<file path="config.mk">
export PLATFORM = sky130hd
export DESIGN_NAME = rotate_right_seq_flat
export DESIGN_NICKNAME = d
export VERILOG_FILES = /design/src/rtl/rotate_right_seq_if.sv /design/src/rtl/rotate_right_seq.sv /design/src/flat_wrapper.sv
export SDC_FILE = /design/constraint.sdc
export NUM_CORES = 1
export LEC_CHECK = 0
export CAP_MARGIN = 20
export CORE_MARGIN = 2
export CORE_UTILIZATION = 43
export CTS_CLUSTER_DIAMETER = 120
export DETAILED_ROUTE_END_ITERATION = 8
export PLACE_DENSITY = 0.74
export SKIP_LAST_GASP = 1
export SYNTH_ARGS = -nofsm -noshare
export SYNTH_HDL_FRONTEND = slang
export SYNTH_SLANG_ARGS = --single-unit
</file>
<file path="constraint.sdc">
create_clock -name clk -period 1.65 [get_ports clk]
set_clock_uncertainty 0.2 [all_clocks]
set_input_delay 0.33 -clock clk [delete_from_list [all_inputs] [get_ports clk]]
set_output_delay 0.33 -clock clk [all_outputs]
set_load 0.1 [all_outputs]
</file>
<file path="src/rtl/rotate_right_seq_if.sv">
// Operand/result handshake bundle for the iterative right rotator.
// slave = the rotator side, master = the producer/consumer side.
interface rotate_right_seq_if #(
    parameter int WIDTH   = 8,
    parameter int SHAMT_W = 5
);
    logic               in_valid;
    logic               in_ready;
    logic [WIDTH-1:0]   in;
    logic [SHAMT_W-1:0] shamt;
    logic               out_valid;
    logic               out_ready;
    logic [WIDTH-1:0]   out;
    logic               busy;

    modport slave (
        input  in_valid,
        input  in,
        input  shamt,
        input  out_ready,
        output in_ready,
        output out_valid,
        output out,
        output busy
    );

    modport master (
        output in_valid,
        output in,
        output shamt,
        output out_ready,
        input  in_ready,
        input  out_valid,
        input  out,
        input  busy
    );
endinterface

</file>
<file path="src/rtl/rotate_right_seq.sv">
// Iterative rotate-right, one bit per clock: result valid k = shamt mod WIDTH edges after acceptance.
// One op in flight; in_ready only in IDLE; the result is held in DONE until out_ready.
module rotate_right_seq #(
    parameter int WIDTH   = 8,
    parameter int SHAMT_W = 5,
    parameter int CNT_W   = 3
) (
    input  logic              clk,
    input  logic              rst,
    rotate_right_seq_if.slave bus
);

    typedef enum logic [1:0] {
        S_IDLE   = 2'd0,
        S_ROTATE = 2'd1,
        S_DONE   = 2'd2
    } state_t;

    state_t           state_q, state_d;
    logic [WIDTH-1:0] data_q,  data_d;
    logic [WIDTH-1:0] out_q,   out_d;
    logic [CNT_W-1:0] cnt_q,   cnt_d;

    logic [CNT_W-1:0] k_amt;
    logic [WIDTH-1:0] data_ror;
    logic             accept;
    logic             last_step;

    // Only the low CNT_W bits matter: shamt >= WIDTH wraps, never zero-fills.
    assign k_amt     = bus.shamt[CNT_W-1:0];
    assign data_ror  = {data_q[0], data_q[WIDTH-1:1]};
    assign accept    = (state_q == S_IDLE) && bus.in_valid;
    assign last_step = (state_q == S_ROTATE) && (cnt_q == CNT_W'(1));

    always_ff @(posedge clk or posedge rst) begin
        if (rst) begin
            state_q <= S_IDLE;
            data_q  <= '0;
            out_q   <= '0;
            cnt_q   <= '0;
        end else begin
            state_q <= state_d;
            data_q  <= data_d;
            out_q   <= out_d;
            cnt_q   <= cnt_d;
        end
    end

    always_comb begin
        state_d = state_q;
        data_d  = data_q;
        out_d   = out_q;
        cnt_d   = cnt_q;
        unique case (state_q)
            S_IDLE: begin
                if (accept) begin
                    data_d = bus.in;
                    cnt_d  = k_amt;
                    if (k_amt == '0) begin
                        out_d   = bus.in;
                        state_d = S_DONE;
                    end else begin
                        state_d = S_ROTATE;
                    end
                end
            end
            S_ROTATE: begin
                data_d = data_ror;
                cnt_d  = cnt_q - CNT_W'(1);
                // out only changes on entry to DONE so it holds the last result in between.
                if (last_step) begin
                    out_d   = data_ror;
                    state_d = S_DONE;
                end
            end
            S_DONE: begin
                if (bus.out_ready) begin
                    state_d = S_IDLE;
                end
            end
            default: begin
                state_d = S_IDLE;
            end
        endcase
    end

    always_comb begin
        bus.in_ready  = 1'b0;
        bus.out_valid = 1'b0;
        bus.busy      = 1'b1;
        unique case (state_q)
            S_IDLE: begin
                bus.in_ready = 1'b1;
                bus.busy     = 1'b0;
            end
            S_ROTATE: begin
                bus.in_ready = 1'b0;
            end
            S_DONE: begin
                bus.out_valid = 1'b1;
            end
            default: begin
                bus.in_ready = 1'b0;
            end
        endcase
    end

    assign bus.out = out_q;

    a_out_held: assert property (@(posedge clk) disable iff (rst)
        (bus.out_valid && !bus.out_ready) |=> (bus.out_valid && $stable(bus.out)));

    a_no_overlap: assert property (@(posedge clk) disable iff (rst)
        !(bus.in_ready && bus.out_valid));

endmodule

</file>
<file path="src/flat_wrapper.sv">
// flat-port wrapper written by rule: the top's interface ports become plain ports
module rotate_right_seq_flat 
#(
    parameter int WIDTH   = 8,
    parameter int SHAMT_W = 5,
    parameter int CNT_W   = 3
)
  (clk, rst, bus_in_valid, bus_in, bus_shamt, bus_out_ready, bus_in_ready, bus_out_valid, bus_out, bus_busy);
  rotate_right_seq_if #(.WIDTH(WIDTH), .SHAMT_W(SHAMT_W)) bus_i ();
  input  logic clk;
  input  logic rst;
  input wire logic [$bits(bus_i.in_valid)-1:0] bus_in_valid;
  input wire logic [$bits(bus_i.in)-1:0] bus_in;
  input wire logic [$bits(bus_i.shamt)-1:0] bus_shamt;
  input wire logic [$bits(bus_i.out_ready)-1:0] bus_out_ready;
  output wire logic [$bits(bus_i.in_ready)-1:0] bus_in_ready;
  output wire logic [$bits(bus_i.out_valid)-1:0] bus_out_valid;
  output wire logic [$bits(bus_i.out)-1:0] bus_out;
  output wire logic [$bits(bus_i.busy)-1:0] bus_busy;
  assign bus_i.in_valid = bus_in_valid;
  assign bus_i.in = bus_in;
  assign bus_i.shamt = bus_shamt;
  assign bus_i.out_ready = bus_out_ready;
  assign bus_in_ready = bus_i.in_ready;
  assign bus_out_valid = bus_i.out_valid;
  assign bus_out = bus_i.out;
  assign bus_busy = bus_i.busy;
  rotate_right_seq #(.WIDTH(WIDTH), .SHAMT_W(SHAMT_W), .CNT_W(CNT_W)) u_core (.clk(clk), .rst(rst), .bus(bus_i));
endmodule
</file>
# After elaboration in Yosys (flattened, before gate mapping)
# Index checks and enable logic that the tools add are counted.
word_totals:
  register_bits: 21
  inputBits: 17
  output_inout_bits: 11
  word_cells: 36
classes:
  n_addsub: 1
  n_eq_ne: 7
  n_mux: 16
  reduce_logical: 8
ops:
  columns: ["cell", "count"]
  rows:
  - ["8-bit 2-to-1 mux", 4]
  - ["8-bit case mux with 2 select lines", 2]
  - ["2-bit 2-to-1 mux", 4]
  - ["2-bit case mux with 3 select lines", 1]
  - ["3-bit case mux with 2 select lines", 1]
  - ["2-bit by 1-bit inequality test with 1-bit output, second input constant", 2]
  - ["2-bit inequality test, second input constant", 2]
  - ["4-bit AND reduction", 1]
  - ["3-bit by 1-bit == test with 1-bit output, second input constant", 1]
  - ["3-bit zero test", 1]
  - ["1-bit 2-to-1 mux", 3]
  - ["3-bit 2-to-1 mux", 1]
  - ["3-bit AND reduction", 1]
  - ["3-bit by 1-bit subtractor with 3-bit output, second input constant", 1]
  - ["2-bit by 1-bit == test with 1-bit output, second input constant", 1]
  - ["2-bit == test, second input constant", 1]
  - ["1-bit logical AND", 2]
  - ["2-bit zero test", 1]
  - ["2-bit AND reduction", 1]
  - ["2-bit nonzero test", 1]

# Longest topological paths before layout
# Gate-level depths: netlist of run 1.
depth:
  ltp_word: 4
  mapped_depth: 6
  depth_no_buf: 5

# Worst setup path before layout of run 1
# Ideal clock, no wire load.
synth_path:
  kind: "register to output"
  start: "register u_core.state_q[0]"
  end: "output port bus_in_ready"
  t_arrival_ns: 1.871
  path_slack_ns: -0.751
  path_stages_with_launch: 5
  n_path_buf: 2
  cell_sequence: "dfrtp_1 > buf_6 > clkbuf_1 > or2_2 > inv_1"
synth_between:
  elab_chain_len: 2
synth_rtl:
  columns: ["item", "line", "rtl"]
  rows:
  - ["start: declaration", "rotate_right_seq.sv:19", "state_t state_q, state_d;"]
  - ["start signal: assignment", "rotate_right_seq.sv:42", "state_q <= state_d;"]
  - ["2-bit zero test", "rotate_right_seq.sv:91", "unique case (state_q)"]
  - ["1-bit 2-to-1 mux", "rotate_right_seq.sv:91", null]
  - ["end: declaration", "flat_wrapper.sv:16", "output wire logic [$bits(bus_i.in_ready)-1:0] bus_in_ready;"]
# No other way between the ends.

# Worst setup path after layout of run 1
layout_path:
  start: "register u_core.state_q[1]"
  end: "output port bus_in_ready"
# The elaborated chain is that of the path after synthesis.

==> results.json, run 1 <==
{
  "status": "finished, violations left",
  "violations": "negative setup slack",
  "drt-total-wl_um": 2635,
  "r2r-end": "u_core.bus.out[4]$_DFFE_PP0P_",
  "rows": 18,
  "n_antenna_cell": 0,
  "hpwl_um": 1896,
  "synth-simple-area-share_pct": 8.929,
  "wire_per_inst_um": 15.23,
  "fp.dieH_um": 55.06,
  "top_layer_used": "met4",
  "io_pins": 28,
  "cts-buffers-inserted": 3,
  "synth.area.mux_share_pct": 18.75,
  "synthesis.area_um2": 1121,
  "critPathMaxFanout": 2,
  "critPathLaunchType": "register",
  "grt_pass1_vias": 908,
  "worstMarginPinSlew_ns": 0.2649,
  "met3_length_um": 99,
  "via_per_inst": 5.318,
  "start_util_pct": 45.25,
  "maxCapViolations": 0,
  "vias": 920,
  "dieWidth_um": 55.06,
  "synth_warnings": 0,
  "gp_congestion": 0.8394,
  "tritoncts": "done",
  "grt_antenna_before_repair": 0,
  "rsz0062_at_grt": "true",
  "synth_adder_area_share_pct": 2.232,
  "path_clk_slew_ns": 0.13,
  "finalCritPeriodShare_pct": 114.3,
  "dp.cells": 164,
  "cts_max_path_buffers": 2,
  "final_cell_mix": "20 x dfrtp_1, 16 x mux2_4, 14 x clkdlybuf4s50_1",
  "portBuffers": 25,
  "synth_top_family_by_area": "multiplexers",
  "slowest_stage": "dfrtp_2",
  "yosys.cell_types.count": 22,
  "critPathCaptureType": "output pin",
  "crit_type": "register to output pin",
  "synth-seq-area-share_pct": 46.88,
  "r2r_setup_slack_ns": -0.19,
  "syn_inst": 101,
  "ant_nets": 0,
  "slowest_delay_ns": 0.44,
  "synthXorXnorAreaFrac_pct": 0,
  "synth_compound_area_share_pct": 16.85,
  "hp-class": "input port to async pin",
  "cp_cell_sequence": "buf_6 > or2_4 > clkinvlp_4 > buf_12",
  "reg2reg_depth": 6,
  "hold_slack_ns": 0.1295,
  "synthToLayoutAreaGrowth_pct": 54.91,
  "relSlewSlack_pct": 82.34,
  "cts.sinks": 21,
  "ys_seq_elements": 21,
  "die_area_um2": 3032,
  "final_common_cell": "dfrtp_1",
  "crit_required_ns": 1.12,
  "final_cells": 173,
  "crit_start": "u_core.state_q[1]$_DFFE_PP0P_",
  "dpl_worst_slack_ns": -0.3532,
  "m1WireLength_um": 1148,
  "finalSetupViolCount": 11,
  "drc": 0,
  "drv_slew": 0,
  "postLayoutCellArea_um2": 1737,
  "fmax_ghz": 0.5302,
  "period_minus_slack_ns": 1.886,
  "clock-root-buffer": "clkbuf_4",
  "h-tree-depth": 1,
  "clk_latency_ns": 0.31,
  "drt_iter0_drc": 15,
  "met2_length_um": 1339,
  "synth_nets": 120,
  "hold_viol_final": 0,
  "coreArea_um2": 2477,
  "nets": 163,
  "grt_first_pass_wirelength_um": 4340,
  "synth_area_per_cell_um2": 11.10,
  "overflow": 0,
  "crit_arrival_ns": 1.36,
  "setup_slack_ns": -0.2362,
  "track_usage_pct": 20.06,
  "grt_max_degree": 22,
  "worstSetupEndpoint": "bus_in_ready",
  "placed_area_um2": 1613,
  "first_pass_iters": 5,
  "drive_gt1_share_pct": 41.26,
  "r2r_start": "u_core.state_q[1]$_DFFE_PP0P_"
}
-- worst min-delay path by stage --
| stage | endpoint | startpoint | cells past startpoint |
|---|---|---|---|
| finish | u_core.bus.out[6]$_DFFE_PP0P_ | rst | 3 |
| global route | u_core.bus.out[7]$_DFFE_PP0P_ | rst | 3 |
| CTS | u_core.bus.out[6]$_DFFE_PP0P_ | rst | 3 |
| detailed placement | u_core.cnt_q[1]$_DFFE_PP0P_ | u_core.cnt_q[1]$_DFFE_PP0P_ | 2 |
| global placement | u_core.cnt_q[1]$_DFFE_PP0P_ | u_core.cnt_q[1]$_DFFE_PP0P_ | 2 |
| floorplan | u_core.bus.out[0]$_DFFE_PP0P_ | rst | 1 |
-- state kept, by name, summed over array words and instances, names as in the netlist --
| name | flops |
|---|---|
| u_core.data_q | 8 |
| u_core.cnt_q | 3 |
| u_core.bus.out | 8 |
| u_core.state_q | 2 |
-- layout make-up --
type / count / area, µm²
repair buffers: 44 / 543.0
fillers: 176 / 740.7
inverters: 7 / 30.03
clock buffers: 3 / 22.52
multi-input cells: 67 / 571.8
flip-flops and latches: 21 / 526.8
well taps: 30 / 37.54
clock inverters: 1 / 5.005
-- worst max-delay path: cells and delay by family, from the launching register on --
kind	cells	cell delay [ns]
DFF	1	0.44
and+or+nand+nor	1	0.25
buffers and inverters	3	0.36
-- per-stage QoR --
| step | setup TNS [ns] | utilization (%) |
|---|---|---|
| global placement | -3.131 | 65.10 |
| finish | -1.994 | 70.10 |
| CTS | -1.182 | 69.49 |
| global route | -2.443 | 70.10 |
| floorplan | -1.037 | - |
| detailed placement | -3.518 | 65.10 |
-- cell usage after synthesis --
| cell type | count | area [µm²] |
|---|---|---|
| or2_2 | 1 | 6.260 |
| a21oi_1 | 4 | 20.02 |
| or3_1 | 1 | 6.260 |
| o21bai_1 | 1 | 7.510 |
| nor2_1 | 1 | 3.750 |
| a211oi_1 | 1 | 7.510 |
| buf_6 | 3 | 33.78 |
| o21ai_0 | 12 | 60.06 |
| inv_1 | 7 | 26.28 |
| o31a_1 | 1 | 8.760 |
| a22oi_1 | 9 | 67.56 |
| dfrtp_1 | 21 | 525.5 |
| mux2_4 | 8 | 120.1 |
| a32o_1 | 1 | 10.01 |
| nor2b_4 | 1 | 13.76 |
| ha_1 | 2 | 25.02 |
| nor3_1 | 1 | 5.000 |
| nand2_1 | 9 | 33.78 |
| a21o_1 | 1 | 7.510 |
| nor2b_1 | 5 | 31.28 |
| clkbuf_1 | 3 | 11.26 |
| mux2_2 | 8 | 90.09 |
-- logic make-up (layout without fill, tap and decap cells) --
| kind of cell | count (synthesis) | count (layout) |
|---|---|---|
| buf+inv | 13 | 55 |
| flops | 21 | 21 |
| fa+ha+maj | 2 | 2 |
| mux | 16 | 16 |
| simple gates | 19 | 19 |
| compound gates | 30 | 30 |
-- repair_timing --
action,4_1_cts,5_1_grt
gates resized for setup,15,3
buffers inserted,4,1
hold buffers,0,0
setup endpoints to repair,11,14
pin swaps,2,2
-- layer usage --
metal / GRT usage (%) / up-vias
li1: - / 444
met1: 29.32 / 444
met2: 31.94 / 26
met3: 1.882 / 6
met4: 4.878 / 0
met5: 0 / -
Power of run 1 is not shown: default switching activity piles up to over one toggle a cycle in this logic, so the estimate is an artifact.
==> inputs of run 2 (changes only) <==
Settings changed: SLEW_MARGIN set to 20.
==> results of run 2 <==
Final layout, timing and power as in run 1 (identical DEF).
Power of run 2 is left out for the same reason.
